==> config.mk <==
export PLATFORM = sky130hd
export DESIGN_NAME = check_node_unit
export DESIGN_NICKNAME = d
export VERILOG_FILES = /design/src/rtl/check_node_unit.sv
export SDC_FILE = /design/constraint.sdc
export NUM_CORES = 1
export LEC_CHECK = 0
export ABC_AREA = 1
export ABC_CLOCK_PERIOD_IN_PS = 11900
export CAP_MARGIN = 20
export CORE_ASPECT_RATIO = 1.5
export CORE_MARGIN = 2
export CORE_UTILIZATION = 45
export DETAILED_ROUTE_END_ITERATION = 8
export PLACE_DENSITY = 0.73
export SYNTH_ARGS = -nofsm -noshare
export SYNTH_HDL_FRONTEND = slang
export SYNTH_SLANG_ARGS = --single-unit
==> constraint.sdc <==
create_clock -name clk -period 11.9 [get_ports clk]
set_input_delay 2.38 -clock clk [delete_from_list [all_inputs] [get_ports clk]]
set_output_delay 2.38 -clock clk [all_outputs]
set_load 0.05 [all_outputs]
==> src/rtl/check_node_unit.sv <==
// Min-sum check node: K sign/magnitude messages in, K extrinsic messages plus row parity out, one register stage.
// Define CNU_OFFSET_EN to build the offset min-sum variant (min1/min2 reduced by 1, floored at 0).
module check_node_unit #(
    parameter int K         = 6,
    parameter int IN_WIDTH  = 6,
    parameter int OUT_WIDTH = 5
) (
    input  logic                   clk,
    input  logic                   reset,
    input  logic                   en,
    input  logic [K*IN_WIDTH-1:0]  X,
    output logic [K*OUT_WIDTH-1:0] Y,
    output logic                   p_bit
);

    localparam int MAG_W = OUT_WIDTH - 1;
    localparam int IDX_W = (K > 1) ? $clog2(K) : 1;
    localparam logic [IN_WIDTH:0] SAT_LIM = (IN_WIDTH + 1)'((2 ** MAG_W) - 1);

    // |x| clipped to the output magnitude range; the extra bit keeps -2^(IN_WIDTH-1) from wrapping.
    function automatic logic [MAG_W-1:0] sat_mag(input logic signed [IN_WIDTH-1:0] x);
        logic signed [IN_WIDTH:0] ext;
        logic        [IN_WIDTH:0] abs_v;
        ext   = {x[IN_WIDTH-1], x};
        abs_v = x[IN_WIDTH-1] ? $unsigned(-ext) : $unsigned(ext);
        return (abs_v > SAT_LIM) ? '1 : abs_v[MAG_W-1:0];
    endfunction

    function automatic logic [MAG_W-1:0] dec_sat(input logic [MAG_W-1:0] m);
        return (m == '0) ? '0 : m - 1'b1;
    endfunction

    logic signed [IN_WIDTH-1:0] x_p0 [K];
    logic [K-1:0]               sgn_p0;
    logic [MAG_W-1:0]           mag_p0 [K];
    logic [MAG_W-1:0]           min1_p0, min2_p0;
    logic [MAG_W-1:0]           min1_o_p0, min2_o_p0;
    logic [IDX_W-1:0]           idx_p0;
    logic                       par_p0;
    logic [K*OUT_WIDTH-1:0]     y_nxt_p0;

    logic [K*OUT_WIDTH-1:0]     y_p1;
    logic                       par_p1;

    // Stage p0: conversion, minimum search, parity and output formatting
    always_comb begin
        for (int i = 0; i < K; i++) begin
            x_p0[i]   = $signed(X[i*IN_WIDTH +: IN_WIDTH]);
            sgn_p0[i] = X[i*IN_WIDTH + IN_WIDTH - 1];
            mag_p0[i] = sat_mag(x_p0[i]);
        end
    end

    always_comb begin
        min1_p0 = mag_p0[0];
        idx_p0  = '0;
        for (int i = 1; i < K; i++) begin
            if (mag_p0[i] < min1_p0) begin
                min1_p0 = mag_p0[i];
                idx_p0  = IDX_W'(i);
            end
        end
        min2_p0 = '1;
        for (int i = 0; i < K; i++) begin
            if ((IDX_W'(i) != idx_p0) && (mag_p0[i] < min2_p0)) begin
                min2_p0 = mag_p0[i];
            end
        end
        par_p0 = ^sgn_p0;
    end

    always_comb begin
`ifdef CNU_OFFSET_EN
        min1_o_p0 = dec_sat(min1_p0);
        min2_o_p0 = dec_sat(min2_p0);
`else
        min1_o_p0 = min1_p0;
        min2_o_p0 = min2_p0;
`endif
    end

    always_comb begin
        logic [MAG_W-1:0] mag_v;
        logic             sgn_v;
        y_nxt_p0 = '0;
        mag_v    = '0;
        sgn_v    = 1'b0;
        for (int i = 0; i < K; i++) begin
            mag_v = (IDX_W'(i) == idx_p0) ? min2_o_p0 : min1_o_p0;
            sgn_v = (mag_v == '0) ? 1'b0 : (par_p0 ^ sgn_p0[i]);
            y_nxt_p0[i*OUT_WIDTH +: OUT_WIDTH] = {sgn_v, mag_v};
        end
    end

    // Stage p1: output registers; reset clears the result in flight
    always_ff @(posedge clk) begin
        if (!reset) begin
            y_p1   <= '0;
            par_p1 <= 1'b0;
        end else if (en) begin
            y_p1   <= y_nxt_p0;
            par_p1 <= par_p0;
        end
    end

    assign Y     = y_p1;
    assign p_bit = par_p1;

endmodule

==> summary.md <==
| Metric | Value |
|---|---|
| Peak VDD IR | between 150 and 200 uV |
| Synth top area share | 0.165 |
| Worst R2R Setup Slack | roughly 11000 ps |
| Post-Route Setup TNS | 0 ps |
| Final Max Tran Viols | 0 |
| Initial Util | 0.460 |
| PD cells | between 200 and 250 nW/um2 |
| Number of diodes | 0 |
| Worst hold path type | reg -> reg |
| CP Buf/Inv Count | 13 |
| Antenna-violating nets left | 0 |
| Die area | approximately 9300 um2 |
| Total CTS buffers | 5 |
| IO buf count | slightly below 70 |
| Filler instances | ~630 |
| CP max FO | 7 |
| R2r startpoint | Y[1] |
| CP most frequent cell | nand2_2 |
| Final setup fails | 0 |
| Register bit count reported by yosys | 31 |
| Worst-Skew Late Latency | between 200 and 300 ps |
| Place WS | -972 ps |
| Layout cells sized above 1 | 0.301 |
| Worst setup SP type | primary input |
| Unique masters post-synth | 32 |
| CTS max path bufs | 2 |
| EDFF count, synth | 0 |
| Die Height | 117 um |
| Row Count | ~40 |
| Area leader, netlist | nand2_1 |
| Final worst path period share | 0.978 |
| NumNets Final | a little over 900 |
| Max-cap violation count | 0 |
| Relative slew slack | 0.466 |
| Cell family with most CP delay | simple AND/OR/NAND/NOR gates |
| GRT overflow | 0 |
| Worst r2r dst | Y[1] |
| Vias | approximately 5000 |
| Critical Path RT | 12040 ps |
| Inst Count DP | 920 |
| Pre-antenna DRT Iters | 7 |
| DRT met1 WL | approximately 4500 um |
| GR Util All Layers | 0.269 |
| Layout Utilization | 0.733 |
| DRC | 0 |
| Warnings, synthesis | 0 |
| Initial drt markers | approximately 290 |
| Drt wl/cell | between 10 and 15 um |
| H-tree depth | 2 |
| Die width | 79.5 um |
| CTS Root Cell | clkbuf_16 |
| Slowest stage delay, CP | between 300 and 400 ps |
| Met2 WL | approximately 7700 um |
| Commonest non-fill, non-tap cells in the layout | 136 x nand2_1, 98 x buf_4, 97 x inv_1, 97 x nor2_1, 57 x clkdlybuf4s50_1 |
| Commonest non-fill, non-tap cell in the layout | nand2_1 |
| Critical path startpoint | X[6] |
| Fin cells | roughly 950 |
| CP Depth | between 80 and 90 |
| Setup Skew | 0 ps |
| Final Hold Fails | 0 |
| Path type of the worst setup path | in -> reg |
| RePlAce Congestion | 0.953 |
| Arrival @ worst endpoint | 11780 ps |
| Core Area | about 8400 um2 |
| CTS sink count | 31 |
| Largest net degree at the start of global routing | 35 |
| Synth Cell Area | 3840 um2 |
| Met3 routed WL | about 540 um |
| Achievable Freq | 85.9 MHz |
| Vias in the first global route | around 4700 |
| Global-route wire length before repair | slightly above 20000 um |
| Area delta synth->final | 59.6% |
| Fin worst setup slack | ~260 ps |
| Crit end category | flip-flop |
| Post-Syn Nets | 750 |
| Post-synth ARST share | 0 |
| Leak | around 3.2 nW |
| Status | complete, no violations |
| Sequential area share after synthesis | 0.162 |
| CTS tree | yes |
| Final min period | 11640 ps |
| Top Metal Used | met4 |
| Clock input transition at the sequential cells of the worst setup and hold paths | approximately 50 ps |
| Dominant cells by area after synthesis | nand2_1 17%, dfxtp_1 16%, ha_1 11%, inv_1 10%, nor2_1 9.8% |
| Mapped Cells | 677 |
| Initial antenna violation count | 0 |
| Worst path slowest cell | ha_1 |
| WL final | between 10000 and 15000 um |
| Worst slew pin tran | slightly below 800 ps |
| IO Count | 70 |
| CP Capture Point | Y[9] |
| Most used DFF post-synth | dfxtp_1 |
| Via density | ~5.3 |
| Dpl hpwl | between 9000 and 10000 um |
| Cts hold-fix bufs | 0 |
| Depth of the worst register-to-register path | 4 |
| Mean Syn Cell Area | between 5 and 6 um2 |
==> cell families (layout without fill, tap and decap cells) <==
family,Yosys count,in the layout,synth area share
buf+inv,126,293,0.126
fa+ha+maj,34,34,0.111
simple gates,379,379,0.437
xor+xnor,17,17,0.0388
compound gates,89,89,0.124
flops,31,31,0.162
mux,1,1,0.00261
==> repair_timing <==
action | in CTS | in global routing
pin swaps | 23 | 79
resized for setup | 53 | 103
cloned | 0 | 0
setup buffers | 6 | 18
endpoints found under the setup margin | 27 | 30
==> flip-flops by register name, indices dropped and copies added, names as in the netlist <==
name	flops
p_bit	1
Y	30
==> metal layers <==
metal	vias to the layer above	GRT usage
met5	-	0
met4	0	0.151
met3	72	0.0291
met2	190	0.560
met1	2296	0.244
li1	2463	-
==> stage by stage <==
step                      power, W  hold WS [ps]  instance area [um2]
after CTS                  0.00126           467                 5610
after floorplan           0.000715           689                 3870
after detailed placement   0.00101           460                 5230
after global placement    0.000996           453                 5230
final                      0.00145           467                 6130
after global routing       0.00155           489                 6130
==> cells in the mapped netlist, types with 10 or more instances <==
| master | number |
|---|---|
| nand2_4 | 10 |
| inv_1 | 104 |
| nor2_1 | 100 |
| inv_2 | 11 |
| nand2_2 | 14 |
| dfxtp_1 | 31 |
| nor3_1 | 10 |
| a21oi_1 | 23 |
| ha_1 | 34 |
| nand3_1 | 60 |
| o21ai_0 | 51 |
| nand2_1 | 169 |
==> where the power goes <==
group          leakage [nW]  total, W  switching, W  internal [W]
combinational          2.90   0.00119      0.000711      0.000481
sequential            0.258  0.000136     0.0000114      0.000124
clock                0.0727  0.000126     0.0000447     0.0000815
total                  3.23   0.00145      0.000767      0.000687
==> tightest hold or removal path, stage by stage (launching register included) <==
cell     delay [ps]
dfxtp_1         310
nand2_1          60
a21oi_1          50
==> worst min-delay path by stage <==
stage	start	to	cells after the start
after floorplan	Y[14]	Y[14]	2
after global placement	Y[4]	Y[4]	2
after detailed placement	Y[14]	Y[14]	2
after CTS	Y[4]	Y[4]	2
after global routing	Y[14]	Y[14]	2
final	Y[14]	Y[14]	2
==> area by class of cell <==
class / count / area, um2 / area share
multi-input combinational: 520 / 3320 / 0.542
timing repair buffer: 171 / 1480 / 0.241
sequential: 31 / 621 / 0.101
inverter: 115 / 434 / 0.0708
clock buffer: 6 / 139 / 0.0226
tap: 107 / 134 / 0.0218
clock inverter: 1 / 5.00 / 0.000816
No activity file was read; power rests on OpenSTA's default activity.
